### config.mk
export PLATFORM = sky130hd
export DESIGN_NAME = vecmac_lane_mult
export DESIGN_NICKNAME = d
export VERILOG_FILES = /design/src/rtl/vecmac_pkg.sv /design/src/rtl/vecmac_adder_tree.sv /design/src/rtl/vecmac_lane_mult.sv
export SDC_FILE = /design/constraint.sdc
export NUM_CORES = 2
export LEC_CHECK = 0
export CAP_MARGIN = 15
export CORE_UTILIZATION = 40
export DETAILED_ROUTE_END_ITERATION = 8
export HOLD_SLACK_MARGIN = 0.15
export SYNTH_ARGS = -nofsm -noshare
export SYNTH_HDL_FRONTEND = slang
export SYNTH_SLANG_ARGS = --single-unit
### constraint.sdc
create_clock -name clk -period 8.9 [get_ports clk]
set_input_delay 0.89 -clock clk [delete_from_list [all_inputs] [get_ports clk]]
set_output_delay 0.89 -clock clk [all_outputs]
set_load 0.03 [all_outputs]
### src/rtl/vecmac_pkg.sv
// vecmac_pkg: shared widths, FSM state encoding and lane-count legality
// check for the vecmac_lane_mult upstream stage.
//   W_OP    operand width (unsigned)
//   W_PROD  product width (2*W_OP)
//   W_OUT   partial_sum width
//   MAXL    physical lane count
//   W_LANES width of the lanes_i / lanes_o fields
package vecmac_pkg;

  localparam int W_OP    = 8;
  localparam int W_PROD  = 2 * W_OP;
  localparam int W_OUT   = 20;
  localparam int MAXL    = 16;
  localparam int W_LANES = 5;

  typedef enum logic [1:0] {
    IDLE  = 2'd0,
    RUN   = 2'd1,
    DRAIN = 2'd2
  } state_t;

  // Only power-of-two lane counts up to MAXL are supported.
  function automatic logic lanes_legal(input logic [W_LANES-1:0] lanes);
    case (lanes)
      5'd1, 5'd2, 5'd4, 5'd8, 5'd16: return 1'b1;
      default:                       return 1'b0;
    endcase
  endfunction

endpackage

### src/rtl/vecmac_adder_tree.sv
// vecmac_adder_tree: reduces 16 unsigned W_PROD-bit products to one W_OUT-bit
// sum. The output sum is registered; valid/last travel alongside the data.
// Optional macro VECMAC_PIPE3_EN adds a register after the 4-lane sums,
// giving two register stages through the tree instead of one.
// Ports:
//   clk, rst_n   clock, asynchronous active-low reset
//   i_valid      input beat valid
//   i_last       input beat is the last of its vector
//   i_prod       16 packed products, lane k at [16k+15:16k]
//   o_valid      sum valid
//   o_last       sum belongs to the last beat
//   o_sum        reduced sum (0 when o_valid is low)
module vecmac_adder_tree
  import vecmac_pkg::*;
(
  input  logic                   clk,
  input  logic                   rst_n,
  input  logic                   i_valid,
  input  logic                   i_last,
  input  logic [MAXL*W_PROD-1:0] i_prod,
  output logic                   o_valid,
  output logic                   o_last,
  output logic [W_OUT-1:0]       o_sum
);

  // Four 16-bit products need two extra bits.
  localparam int W_QUAD = W_PROD + 2;

  logic [W_QUAD-1:0] w_quad   [4];
  logic [W_QUAD-1:0] w_quad_s [4];
  logic              w_mid_valid;
  logic              w_mid_last;
  logic [W_OUT-1:0]  w_total;
  logic              r_valid;
  logic              r_last;
  logic [W_OUT-1:0]  r_sum;

  for (genvar gi = 0; gi < 4; gi++) begin : g_quad
    assign w_quad[gi] = W_QUAD'(i_prod[(4*gi+0)*W_PROD +: W_PROD])
                      + W_QUAD'(i_prod[(4*gi+1)*W_PROD +: W_PROD])
                      + W_QUAD'(i_prod[(4*gi+2)*W_PROD +: W_PROD])
                      + W_QUAD'(i_prod[(4*gi+3)*W_PROD +: W_PROD]);
`ifdef VECMAC_PIPE3_EN
    logic [W_QUAD-1:0] r_quad;
    always_ff @(posedge clk or negedge rst_n) begin
      if (!rst_n) r_quad <= '0;
      else        r_quad <= w_quad[gi];
    end
    assign w_quad_s[gi] = r_quad;
`else
    assign w_quad_s[gi] = w_quad[gi];
`endif
  end

`ifdef VECMAC_PIPE3_EN
  logic r_mid_valid;
  logic r_mid_last;
  always_ff @(posedge clk or negedge rst_n) begin
    if (!rst_n) begin
      r_mid_valid <= 1'b0;
      r_mid_last  <= 1'b0;
    end else begin
      r_mid_valid <= i_valid;
      r_mid_last  <= i_valid & i_last;
    end
  end
  assign w_mid_valid = r_mid_valid;
  assign w_mid_last  = r_mid_last;
`else
  assign w_mid_valid = i_valid;
  assign w_mid_last  = i_last;
`endif

  assign w_total = W_OUT'(w_quad_s[0]) + W_OUT'(w_quad_s[1])
                 + W_OUT'(w_quad_s[2]) + W_OUT'(w_quad_s[3]);

  always_ff @(posedge clk or negedge rst_n) begin
    if (!rst_n) begin
      r_valid <= 1'b0;
      r_last  <= 1'b0;
      r_sum   <= '0;
    end else begin
      r_valid <= w_mid_valid;
      r_last  <= w_mid_valid & w_mid_last;
      r_sum   <= w_mid_valid ? w_total : '0;
    end
  end

  assign o_valid = r_valid;
  assign o_last  = r_last;
  assign o_sum   = r_sum;

endmodule

### src/rtl/vecmac_lane_mult.sv
// vecmac_lane_mult: lane-wise 8x8 multiply of up to 16 operand pairs per beat,
// masking of unused and tail lanes, and reduction to one partial_sum per beat.
// Latency from accepted beat to ps_valid is 2 cycles (3 with VECMAC_PIPE3_EN).
// Ports:
//   clk, rst_n        clock, asynchronous active-low reset
//   start, lanes_i    begin a vector with the given lane count (IDLE only)
//   a_valid, a_ready  operand beat handshake (a_ready high only in RUN)
//   a_data, b_data    packed operands, lane k at [8k+7:8k]
//   ps_valid          partial_sum valid
//   partial_sum       sum of the beat's active products
//   ps_last           final beat of the vector
//   lanes_o           latched lane count
//   busy              high in RUN or DRAIN
//   cfg_err           one-cycle pulse after a start with illegal lanes_i
module vecmac_lane_mult
  import vecmac_pkg::*;
#(
  parameter int ELEMS = 1000
) (
  input  logic                 clk,
  input  logic                 rst_n,
  input  logic                 start,
  input  logic [4:0]           lanes_i,
  input  logic                 a_valid,
  output logic                 a_ready,
  input  logic [MAXL*W_OP-1:0] a_data,
  input  logic [MAXL*W_OP-1:0] b_data,
  output logic                 ps_valid,
  output logic [W_OUT-1:0]     partial_sum,
  output logic                 ps_last,
  output logic [4:0]           lanes_o,
  output logic                 busy,
  output logic                 cfg_err
);

  // Counter is wide enough to hold ELEMS plus one overshooting beat.
  localparam int CW = $clog2(ELEMS + MAXL) + 1;

  state_t                 r_state;
  state_t                 w_state_next;
  logic [W_LANES-1:0]     r_lanes;
  logic [CW-1:0]          r_elem_cnt;
  logic                   r_cfg_err;
  logic                   w_start_ok;
  logic                   w_accept;
  logic [CW-1:0]          w_cnt_next;
  logic                   w_last_beat;
  logic [CW-1:0]          w_remain;
  logic [W_LANES-1:0]     w_active;
  logic [MAXL*W_PROD-1:0] w_prod;
  logic                   r_s1_valid;
  logic                   r_s1_last;
  logic [MAXL*W_PROD-1:0] r_s1_prod;
  logic                   w_ps_valid;
  logic                   w_ps_last;
  logic [W_OUT-1:0]       w_ps_sum;

  assign w_start_ok  = (r_state == IDLE) && start && lanes_legal(lanes_i);
  assign w_accept    = a_valid && (r_state == RUN);
  assign w_cnt_next  = r_elem_cnt + CW'(r_lanes);
  assign w_last_beat = (w_cnt_next >= CW'(ELEMS));
  assign w_remain    = CW'(ELEMS) - r_elem_cnt;
  // Only the tail beat has fewer remaining elements than lanes, so the
  // truncation to W_LANES bits happens only when the value is below 16.
  assign w_active    = (w_remain < CW'(r_lanes)) ? w_remain[W_LANES-1:0] : r_lanes;

  for (genvar gi = 0; gi < MAXL; gi++) begin : g_lane
    localparam logic [W_LANES-1:0] LANE_IDX = W_LANES'(gi);
    assign w_prod[gi*W_PROD +: W_PROD] =
      (LANE_IDX < w_active)
        ? W_PROD'(a_data[gi*W_OP +: W_OP]) * W_PROD'(b_data[gi*W_OP +: W_OP])
        : '0;
  end

  always_comb begin
    w_state_next = r_state;
    case (r_state)
      IDLE:    if (w_start_ok) w_state_next = RUN;
      RUN:     if (w_accept && w_last_beat) w_state_next = DRAIN;
      DRAIN:   if (w_ps_valid && w_ps_last) w_state_next = IDLE;
      default: w_state_next = IDLE;
    endcase
  end

  always_ff @(posedge clk or negedge rst_n) begin
    if (!rst_n) begin
      r_state    <= IDLE;
      r_lanes    <= '0;
      r_elem_cnt <= '0;
      r_cfg_err  <= 1'b0;
    end else begin
      r_state   <= w_state_next;
      r_cfg_err <= (r_state == IDLE) && start && !lanes_legal(lanes_i);
      if (w_start_ok) begin
        r_lanes    <= lanes_i;
        r_elem_cnt <= '0;
      end else if (w_accept) begin
        r_elem_cnt <= w_cnt_next;
      end
    end
  end

  // Stage 1: masked products.
  always_ff @(posedge clk or negedge rst_n) begin
    if (!rst_n) begin
      r_s1_valid <= 1'b0;
      r_s1_last  <= 1'b0;
      r_s1_prod  <= '0;
    end else begin
      r_s1_valid <= w_accept;
      r_s1_last  <= w_accept && w_last_beat;
      r_s1_prod  <= w_accept ? w_prod : '0;
    end
  end

  vecmac_adder_tree u_tree (
    .clk     (clk),
    .rst_n   (rst_n),
    .i_valid (r_s1_valid),
    .i_last  (r_s1_last),
    .i_prod  (r_s1_prod),
    .o_valid (w_ps_valid),
    .o_last  (w_ps_last),
    .o_sum   (w_ps_sum)
  );

  assign a_ready     = (r_state == RUN);
  assign busy        = (r_state != IDLE);
  assign lanes_o     = r_lanes;
  assign cfg_err     = r_cfg_err;
  assign ps_valid    = w_ps_valid;
  assign partial_sum = w_ps_valid ? w_ps_sum : '0;
  assign ps_last     = w_ps_valid && w_ps_last;

endmodule

==> reports/metrics.yaml <==
yosys:
  async_flop_share_pct: 100.0
  synth_compound_area_share_pct: 10.22
  yosysTopAreaCellShare_pct: 25.73
  synth_top_family_by_area: "adder cells"
  postSynthCellCount: 5937
  synth-xor-area-share_pct: 4.611
  synth_edf_count: 0
  ys_types: 81
  yosys.area.top_type: "fa_1"
  ys_seq_area_share_pct: 14.38
  synth_nets: 7622
  synth.most_common_cell: "inv_1"
  synthTopCellsByCount: "1142 x inv_1, 751 x ha_1, 674 x nand2_1, 669 x fa_1, 564 x and2_1"
  avgSynthCellArea_um2: 8.766
  synth_warnings: 0
  synth.ff_latch_count: 299
  ys_top_cells_by_area: "fa_1 26%, ha_1 18%, dfrtp_1 14%, inv_1 8.2%, and2_1 6.8%"
  synth-main-ff-cell: "dfrtp_1"
  synth.area.mux_share_pct: 0.3173
  netlist_area_um2: 52040
  synthSimpleGateAreaFrac_pct: 17.90
  synthAdderAreaFrac_pct: 43.79
floorplanning:
  die-area_um2: 131600
  core-area_um2: 128300
  start_util_pct: 40.55
  io_pins: 295
  die_width_um: 362.7
  fp.dieH_um: 362.7
  rows: 131
global_route:
  antenna_found_initial: 13
  grt_use_total_pct: 19.39
  grt_max_degree: 118
  first_global_vias: 40912
  grt_remaining_overflow: 0
  grt_first_pass_wirelength_um: 209600
timing:
  rsz0062_at_grt: "no"
  skew_ns: 0.03794
  layout_setup_ws_ns: 1.692
  hold_viol: 0
  period_share_pct: 80.99
  fmax_mhz: 138.7
  finalSetupTns_ns: 0
  finalSetupViolations: 0
  fin_crit_ns: 7.208
  hold_ws_ns: 0.3760
  slew_headroom_pct: 29.21
  slew_viol_final: 0
  tightest_slew_ns: 1.041
detailed_routing:
  drc: 0
  drtIter0Drc: 1953
  viasPerCell: 4.956
  vias: 39534
  wl_um: 123600
  dr.pass1.iters: 5
  wl_per_cell_um: 15.49
  ant_nets: 0
worst_setup_path:
  cp_slowest_stage_delay_ns: 0.48
  cp.arrival_ns: 7.65
  cpMaxStageDelayCell: "fa_1"
  worstSetupEndpointType: "flip-flop"
  critPathLaunchType: "flip-flop"
  crit_required_ns: 9.34
  critPathKind: "flip-flop to flip-flop"
  crit_fanout: 8
placement:
  io_buffer_count: 294
  post-place-ws_ns: 1.758
  dp_hpwl_um: 104600
  place_congestion: 0.8680
pwr:
  total_power_w: 0.008250
  p_leak_nw: 30.40
  peakVddDrop_mv: 0.09485
  power_density_nw_per_um2: 141.7
cells_and_area:
  nNetsFinal: 7902
  drive_above_1_share_pct: 1.842
  final_util_pct: 45.37
  syn_to_final_growth_pct: 11.89
clock_network:
  ctsHtreeMaxLevel: 2
  ctsHoldBuffers: 0
  cts_root_buffer: "clkbuf_16"
  cts.repair.resized: 0
  cts_sinks: 299
  tritoncts: "yes"
  clk_latency_ns: 0.57
  cts_buffers: 37
  postCtsSetupRepairBufs: 0
  path_clk_slew_ns: 0.06
  cts_buffer_depth: 3
hold_path:
  hold_class: "input pin to asynchronous set/reset pin"
job:
  maxCapViolCount: 0
run_status:
  run_status: "finished, final reports clean"
[through the flow]
step	instances	area, um^2
3_5_place_dp	7905	56940
3_3_place_gp	7905	56940
5_1_grt	7976	58230
4_1_cts	7970	58200
6_report	7977	58230
2_1_floorplan	5937	52040
[per-layer routing]
| layer | global-route usage (%) | vias to the layer above | wire length (um) |
|---|---|---|---|
| li1 | - | 19443 | - |
| met3 | 2.146 | 122 | 4548 |
| met1 | 26.72 | 19382 | 58040 |
| met5 | 0 | - | 112 |
| met2 | 32.75 | 569 | 58660 |
| met4 | 3.922 | 18 | 2221 |
[sequential cells by signal, indices dropped and copies added, names as in the netlist, 2 cells and up]
register	count
lanes_o	5
r_state	2
r_s1_prod	256
r_elem_cnt	11
u_tree.o_sum	20
[cell type report]
cell class / count / area, um^2
inverter: 1142 / 4287
multi-input combinational: 4432 / 40000
sequential: 299 / 7482
clock inverter: 15 / 186.4
clock buffer: 50 / 1065
antenna: 5 / 12.51
fill: 12566 / 70110
tap: 1729 / 2163
timing repair buffer: 305 / 3040
[cell families (layout without fill, tap and decap cells)]
| kind of cell | Yosys count | in the layout |
|---|---|---|
| other | 0 | 5 |
| xor gates and xnor gates | 274 | 274 |
| AOI/OAI and AO/OA | 821 | 821 |
| DFF | 299 | 299 |
| adders and majority gates | 1420 | 1420 |
| buffers and inverters | 1206 | 1512 |
| and+or+nand+nor | 1903 | 1903 |
| muxes | 14 | 14 |
[report_power, final]
group / switching [W] / leakage, nW / internal [W]
registers: 0 / 4.15 / 0.00136
clock network: 0.000616 / 0.619 / 0.000932
logic: 0.00301 / 25.6 / 0.00233
total: 0.00362 / 30.4 / 0.00463
[cell usage in the layout, fill, tap and decap left out, types with 153 or more instances in the layout]
cell type	count
nand2_1	674
inv_1	1142
clkdlybuf4s50_1	293
and2_1	564
nor2_1	351
ha_1	751
fa_1	669
o21ai_0	153
dfrtp_1	299
a21oi_1	238
[final timing paths]
path                            slack [ns]  cells after the start         start                to
worst max-delay path                  1.69                     31  r_s1_prod[1]  u_tree.o_sum[18]
worst min-delay path                  0.38                      1         rst_n     r_s1_prod[94]
worst max register to register        1.69                     31  r_s1_prod[1]  u_tree.o_sum[18]
worst min register to register        0.46                      1     r_s1_last     u_tree.o_last
max in group asynchronous             7.07                      2         rst_n    r_s1_prod[174]
min in group clk                      0.46                      1     r_s1_last     u_tree.o_last
[worst max-delay path: cells and delay by family (launching register included)]
| kind | cells | cell delay [ns] |
|---|---|---|
| adders and majority gates | 6 | 1.99 |
| and+or+nand+nor | 7 | 1.06 |
| DFF | 1 | 0.38 |
| buffers and inverters | 1 | 0.04 |
| xor gates and xnor gates | 2 | 0.30 |
| AOI/OAI and AO/OA | 15 | 3.31 |
Power figures use the tool's default switching activity.
